<file path="src/rtl/mux_port_arbiter.sv">
// Four-way round-robin arbiter for a shared datapath port driven through a 2:1 mux tree.
// The grant is held until done, abandon or hold limit, and one dead cycle separates owners.
module mux_port_arbiter #(
  parameter int MAX_HOLD = 16,
  parameter int CW       = 5
) (
  input  logic       clk,
  input  logic       reset,
  input  logic [3:0] req,
  input  logic       done,
  output logic [3:0] gnt,
  output logic [1:0] sel,
  output logic       valid,
  output logic       timeout,
  output logic [1:0] last
);

  typedef enum logic {IDLE = 1'b0, BUSY = 1'b1} state_t;

  state_t          state_q, state_d;
  logic [3:0]      gnt_q, gnt_d;
  logic [1:0]      sel_q, sel_d;
  logic            valid_q, valid_d;
  logic            timeout_q, timeout_d;
  logic [1:0]      last_q, last_d;
  logic [1:0]      ptr_q, ptr_d;
  logic [CW-1:0]   cnt_q, cnt_d;

  logic [1:0]      winner;
  logic            found;
  logic [1:0]      idx;
  logic            release_now;

  // Rotating priority scan starting at ptr_q.
  always_comb begin
    winner = ptr_q;
    found  = 1'b0;
    idx    = ptr_q;
    for (int i = 0; i < 4; i++) begin
      idx = ptr_q + 2'(i);
      if (!found && req[idx]) begin
        winner = idx;
        found  = 1'b1;
      end
    end
  end

  always_comb begin
    state_d     = state_q;
    gnt_d       = gnt_q;
    sel_d       = sel_q;
    valid_d     = valid_q;
    timeout_d   = 1'b0;
    last_d      = last_q;
    ptr_d       = ptr_q;
    cnt_d       = cnt_q;
    release_now = 1'b0;

    case (state_q)
      IDLE: begin
        if (found) begin
          state_d = BUSY;
          gnt_d   = 4'b0001 << winner;
          sel_d   = winner;
          valid_d = 1'b1;
          cnt_d   = '0;
        end
      end
      BUSY: begin
        if (done || !req[sel_q]) begin
          release_now = 1'b1;
        end else if (cnt_q == CW'(MAX_HOLD - 1)) begin
          release_now = 1'b1;
          timeout_d   = 1'b1;
        end else begin
          cnt_d = cnt_q + 1'b1;
        end
        // sel is left alone on release so the mux tree keeps a stable select.
        if (release_now) begin
          state_d = IDLE;
          gnt_d   = 4'b0000;
          valid_d = 1'b0;
          last_d  = sel_q;
          ptr_d   = sel_q + 2'd1;
        end
      end
      default: state_d = IDLE;
    endcase
  end

  always_ff @(posedge clk) begin
    if (!reset) begin
      state_q   <= IDLE;
      gnt_q     <= 4'b0000;
      sel_q     <= 2'b00;
      valid_q   <= 1'b0;
      timeout_q <= 1'b0;
      last_q    <= 2'b00;
      ptr_q     <= 2'b00;
      cnt_q     <= '0;
    end else begin
      state_q   <= state_d;
      gnt_q     <= gnt_d;
      sel_q     <= sel_d;
      valid_q   <= valid_d;
      timeout_q <= timeout_d;
      last_q    <= last_d;
      ptr_q     <= ptr_d;
      cnt_q     <= cnt_d;
    end
  end

  assign gnt     = gnt_q;
  assign sel     = sel_q;
  assign valid   = valid_q;
  assign timeout = timeout_q;
  assign last    = last_q;

endmodule

</file>
<file path="config.mk">
export PLATFORM = sky130hd
export DESIGN_NAME = mux_port_arbiter
export DESIGN_NICKNAME = d
export VERILOG_FILES = /design/src/rtl/mux_port_arbiter.sv
export SDC_FILE = /design/constraint.sdc
export NUM_CORES = 1
export LEC_CHECK = 0
export ABC_AREA = 1
export CAP_MARGIN = 15
export CELL_PAD_IN_SITES_DETAIL_PLACEMENT = 0
export CELL_PAD_IN_SITES_GLOBAL_PLACEMENT = 1
export CORE_UTILIZATION = 39
export DETAILED_ROUTE_END_ITERATION = 10
export GPL_TIMING_DRIVEN = 0
export PLACE_DENSITY_LB_ADDON = 0.1
export SKIP_LAST_GASP = 1
export SLEW_MARGIN = 20
export SYNTH_ARGS = -nofsm -noshare
export SYNTH_HDL_FRONTEND = slang
export SYNTH_SLANG_ARGS = --single-unit
</file>
<file path="constraint.sdc">
create_clock -name clk -period 1.7 [get_ports clk]
set_input_delay 0.34 -clock clk [delete_from_list [all_inputs] [get_ports clk]]
set_output_delay 0.34 -clock clk [all_outputs]
set_load 0.05 [all_outputs]
</file>
==> metrics.csv <==
stage,metric,value,unit
timing,hold_ws,0.464,ns
timing,slew_headroom,61.1,%
floorplan,core-area,3100,µm²
floorplan,placementRows,20,
timing,worst_pin_slew,0.583,ns
clock_tree,path_clk_slew,0.10,ns
global_routing,use_met3,4.33,%
finish,seqCellArea,368,µm²
drt,dr.pass1.iters,4,
min_path,min_to,valid$_SDFFE_PN0P_,
power,power,3.01,mW
timing,hold_viol,0,
drt,drtIter0Drc,58,
clock_tree,cts_buffers,3,
clock_tree,cts.htree.levels,1,
synth,ys_top_cells_by_area,"dfxtp_1, nand2_1, nand2_2, nand3_1, inv_1",
global_routing,grt_overflow,0,
global_routing,grt_antenna_before_repair,0,
clock_tree,cts-root-buf,clkbuf_4,
timing,fin_worst_skew,0.00377,ns
drt,vias,1335,
global_routing,grt_pass1_vias,1149,
floorplan,dieArea,3570,µm²
placement,dp_hpwl,2280,µm
worst_setup_path,r2r_start,ptr_q[1]$_SDFFE_PN0P_,
outcome,status,"complete, no violations",
synth,syn_avg_cell_area,6.78,µm²
floorplan,dieWidth,59.8,µm
global_routing,met1_usage,25.9,%
synth,synth_ff_type,dfxtp_1,
synth,synth.ff_latch_count,18,
timing,setup_tns,0,ns
power,power_frac_seq,21.1,%
drt,detail_route.drc_violations,0,
finish,areaGrowthSynthToFinish,41.6,%
finish,diodes,0,
placement,io_buffers,16,
synth,ys_warn_count,0,
worst_setup_path,startpoint_type,input port,
worst_setup_path,worstSetupEndpointType,register,
finish,nets,240,
global_routing,grt_use_met2,28.7,%
drt,wl_per_cell,11.9,µm
synth,syn-cell-area,1300,µm²
worst_setup_path,critical_path_required,1.92,ns
min_path,hp-start,valid$_SDFFE_PN0P_,
finish,layout.filler_cells,323,
global_routing,grt_start_max_net_pins,11,
power,p_int,1.44,mW
global_routing,busiest_layer,met2,
global_routing,grt_pass1_wl,4960,µm
timing,setup_ws,0.0175,ns
clock_tree,cts_hold_buf,0,
power,peakVddDrop,0.00105,V
timing,setup_viol,0,
power,p_switching,1.57,mW
power,combPwrFrac,72.1,%
min_path,hold_depth,2,
worst_setup_path,worst_r2r_path_depth,13,
synth,synth_nets,201,
placement,gp_congestion,0.782,
flow_run,drv_cap,0,
synth,synth_top_area_share,27.7,%
drt,drt-total-wl,3250,µm
worst_setup_path,rrSetupSlack,0.03,ns
synth,yosysSeqAreaShare,27.7,%
clock_tree,clock_latency,0.29,ns
power,p_clk_share,6.8,%
floorplan,ios,17,
floorplan,dieHeight,59.8,µm
worst_setup_path,reg2reg_to,gnt[2]$_SDFFE_PN0P_,
floorplan,start_util,41.9,%
drt,detail-route-antenna-nets,0,
timing,drv_slew,0,
timing,final.min_clock_period,1.68,ns
synth,synthesis.instances,192,
power,leakage,0.864,nW
synth,synth_edf_count,0,
clock_tree,cts_sinks,18,
finish,multi_input_area,941,µm²
clock_tree,clk_path_buf_depth,2,
finish,postLayoutCoreUtil,59.4,%
min_path,hold_class,register to register,
clock_tree,cts_tree,yes,
power,swShare,52.1,%
synth,synth_area_leader_cell,dfxtp_1,
timing,max_freq,594,MHz
worst_setup_path,crit_fanout,5,
worst_setup_path,path_class,input port to register,
power,p_per_area,1630,nW/µm²
placement,pre_cts_ws,-0.407,ns
finish,layout-drive-gt1-share,38.9,%
global_routing,track_usage,18.2,%
worst_setup_path,worstPathArrival,1.90,ns
synth,ys_async_sr_fraction,0,%
synth,ys_types,30,
timing,finalCritPeriodShare,99.0,%
drt,vias_per_cell,4.89,
timing,rsz0062_at_grt,true,
power by group through the flow:
| stage | clock (mW) | combinational, mW | sequential [mW] |
|---|---|---|---|
| 6_report | 0.204 | 2.17 | 0.633 |
| 5_1_grt | 0.233 | 2.33 | 0.651 |
| 4_1_cts | 0.215 | 1.72 | 0.606 |
| 3_5_place_dp | 0 | 1.68 | 0.614 |
| 3_3_place_gp | 0 | 1.66 | 0.610 |
| 2_1_floorplan | 0 | 1.09 | 0.836 |
critical path, cell delays in order:
cell	delay (ns)
clkdlybuf4s50_1	0.45
nand2_1	0.10
nand2_2	0.09
nand2_4	0.09
nand2_4	0.08
nor2_4	0.15
nand3_4	0.11
nand2_8	0.10
inv_6	0.05
nor2_8	0.14
nand2_2	0.07
a21oi_2	0.13
worst max-delay path by stage:
stage	cells after the start	slack, ns	end	startpoint
floorplan	8	0.009	gnt[0]$_SDFFE_PN0P_	sel[1]$_SDFFE_PN0P_
global placement	11	-0.38	gnt[3]$_SDFFE_PN0P_	req[3]
detailed placement	11	-0.41	gnt[2]$_SDFFE_PN0P_	req[3]
CTS	11	-0.007	gnt[3]$_SDFFE_PN0P_	cnt_q[0]$_SDFFE_PN0P_
global route	13	-0.03	gnt[1]$_SDFFE_PN0P_	ptr_q[1]$_SDFFE_PN0P_
finish	12	0.02	gnt[2]$_SDFFE_PN0P_	req[1]
state kept, by name, indices dropped and copies added (netlist names):
signal / cells
sel: 2
cnt_q: 5
last: 2
valid: 1
ptr_q: 2
timeout: 1
state_q: 1
gnt: 4
stage by stage:
stage / area (µm²) / std cells
floorplan: 1300 / 192
global placement: 1520 / 252
detailed placement: 1520 / 252
CTS: 1590 / 262
global route: 1840 / 273
finish: 1840 / 273
logic make-up after synthesis:
kind of cell,after synthesis,share of synthesized area [%]
compound gates,18,8.94
simple gates,126,51.2
fa+ha+maj,2,1.92
buf+inv,27,9.61
xor+xnor,1,0.673
flops,18,27.7
what timing repair did:
item / 4_1_cts / 5_1_grt
setup endpoints to repair: 21 / 15
gates cloned: 0 / 1
pin swaps: 2 / 19
resized for setup: 15 / 47
buffers inserted: 7 / 10
cell usage after synthesis, types with 2 or more instances:
master and count:
nand2_1 66, inv_4 2, nor2_4 2, a21oi_2 4, nor2_1 12, a21oi_1 6
nand3_2 4, dfxtp_1 18, o21ai_0 2, o211ai_1 3, nand2_4 3, nand3_1 17
inv_1 17, inv_2 3, nand4_1 3, ha_1 2, nand2_2 14, buf_6 2
placed cells by master (no fill, tap or decap), types with 6 or more instances in the layout:
cell           instances
nor2_1                 9
a21oi_1                6
dfxtp_1               14
dlygate4sd2_1         11
inv_1                 14
buf_4                 16
nand2_1               52
nand2_4               13
nand2_2               18
nand3_2                7
nand3_1               13
cell type report:
type                       count  share of cell area [%]
inverter                      23                    5.63
tap                           44                    2.99
sequential                    18                    20.0
multi-input combinational    147                    51.1
timing repair buffer          34                    16.7
clock buffer                   3                    1.22
buffer                         4                    2.44
routing by layer:
metal,vias up,share of wire [%]
met4,0,0.31
met2,29,48
met5,-,0
met3,2,4.7
met1,615,47
li1,689,-
(Power assumes the default switching activity.)
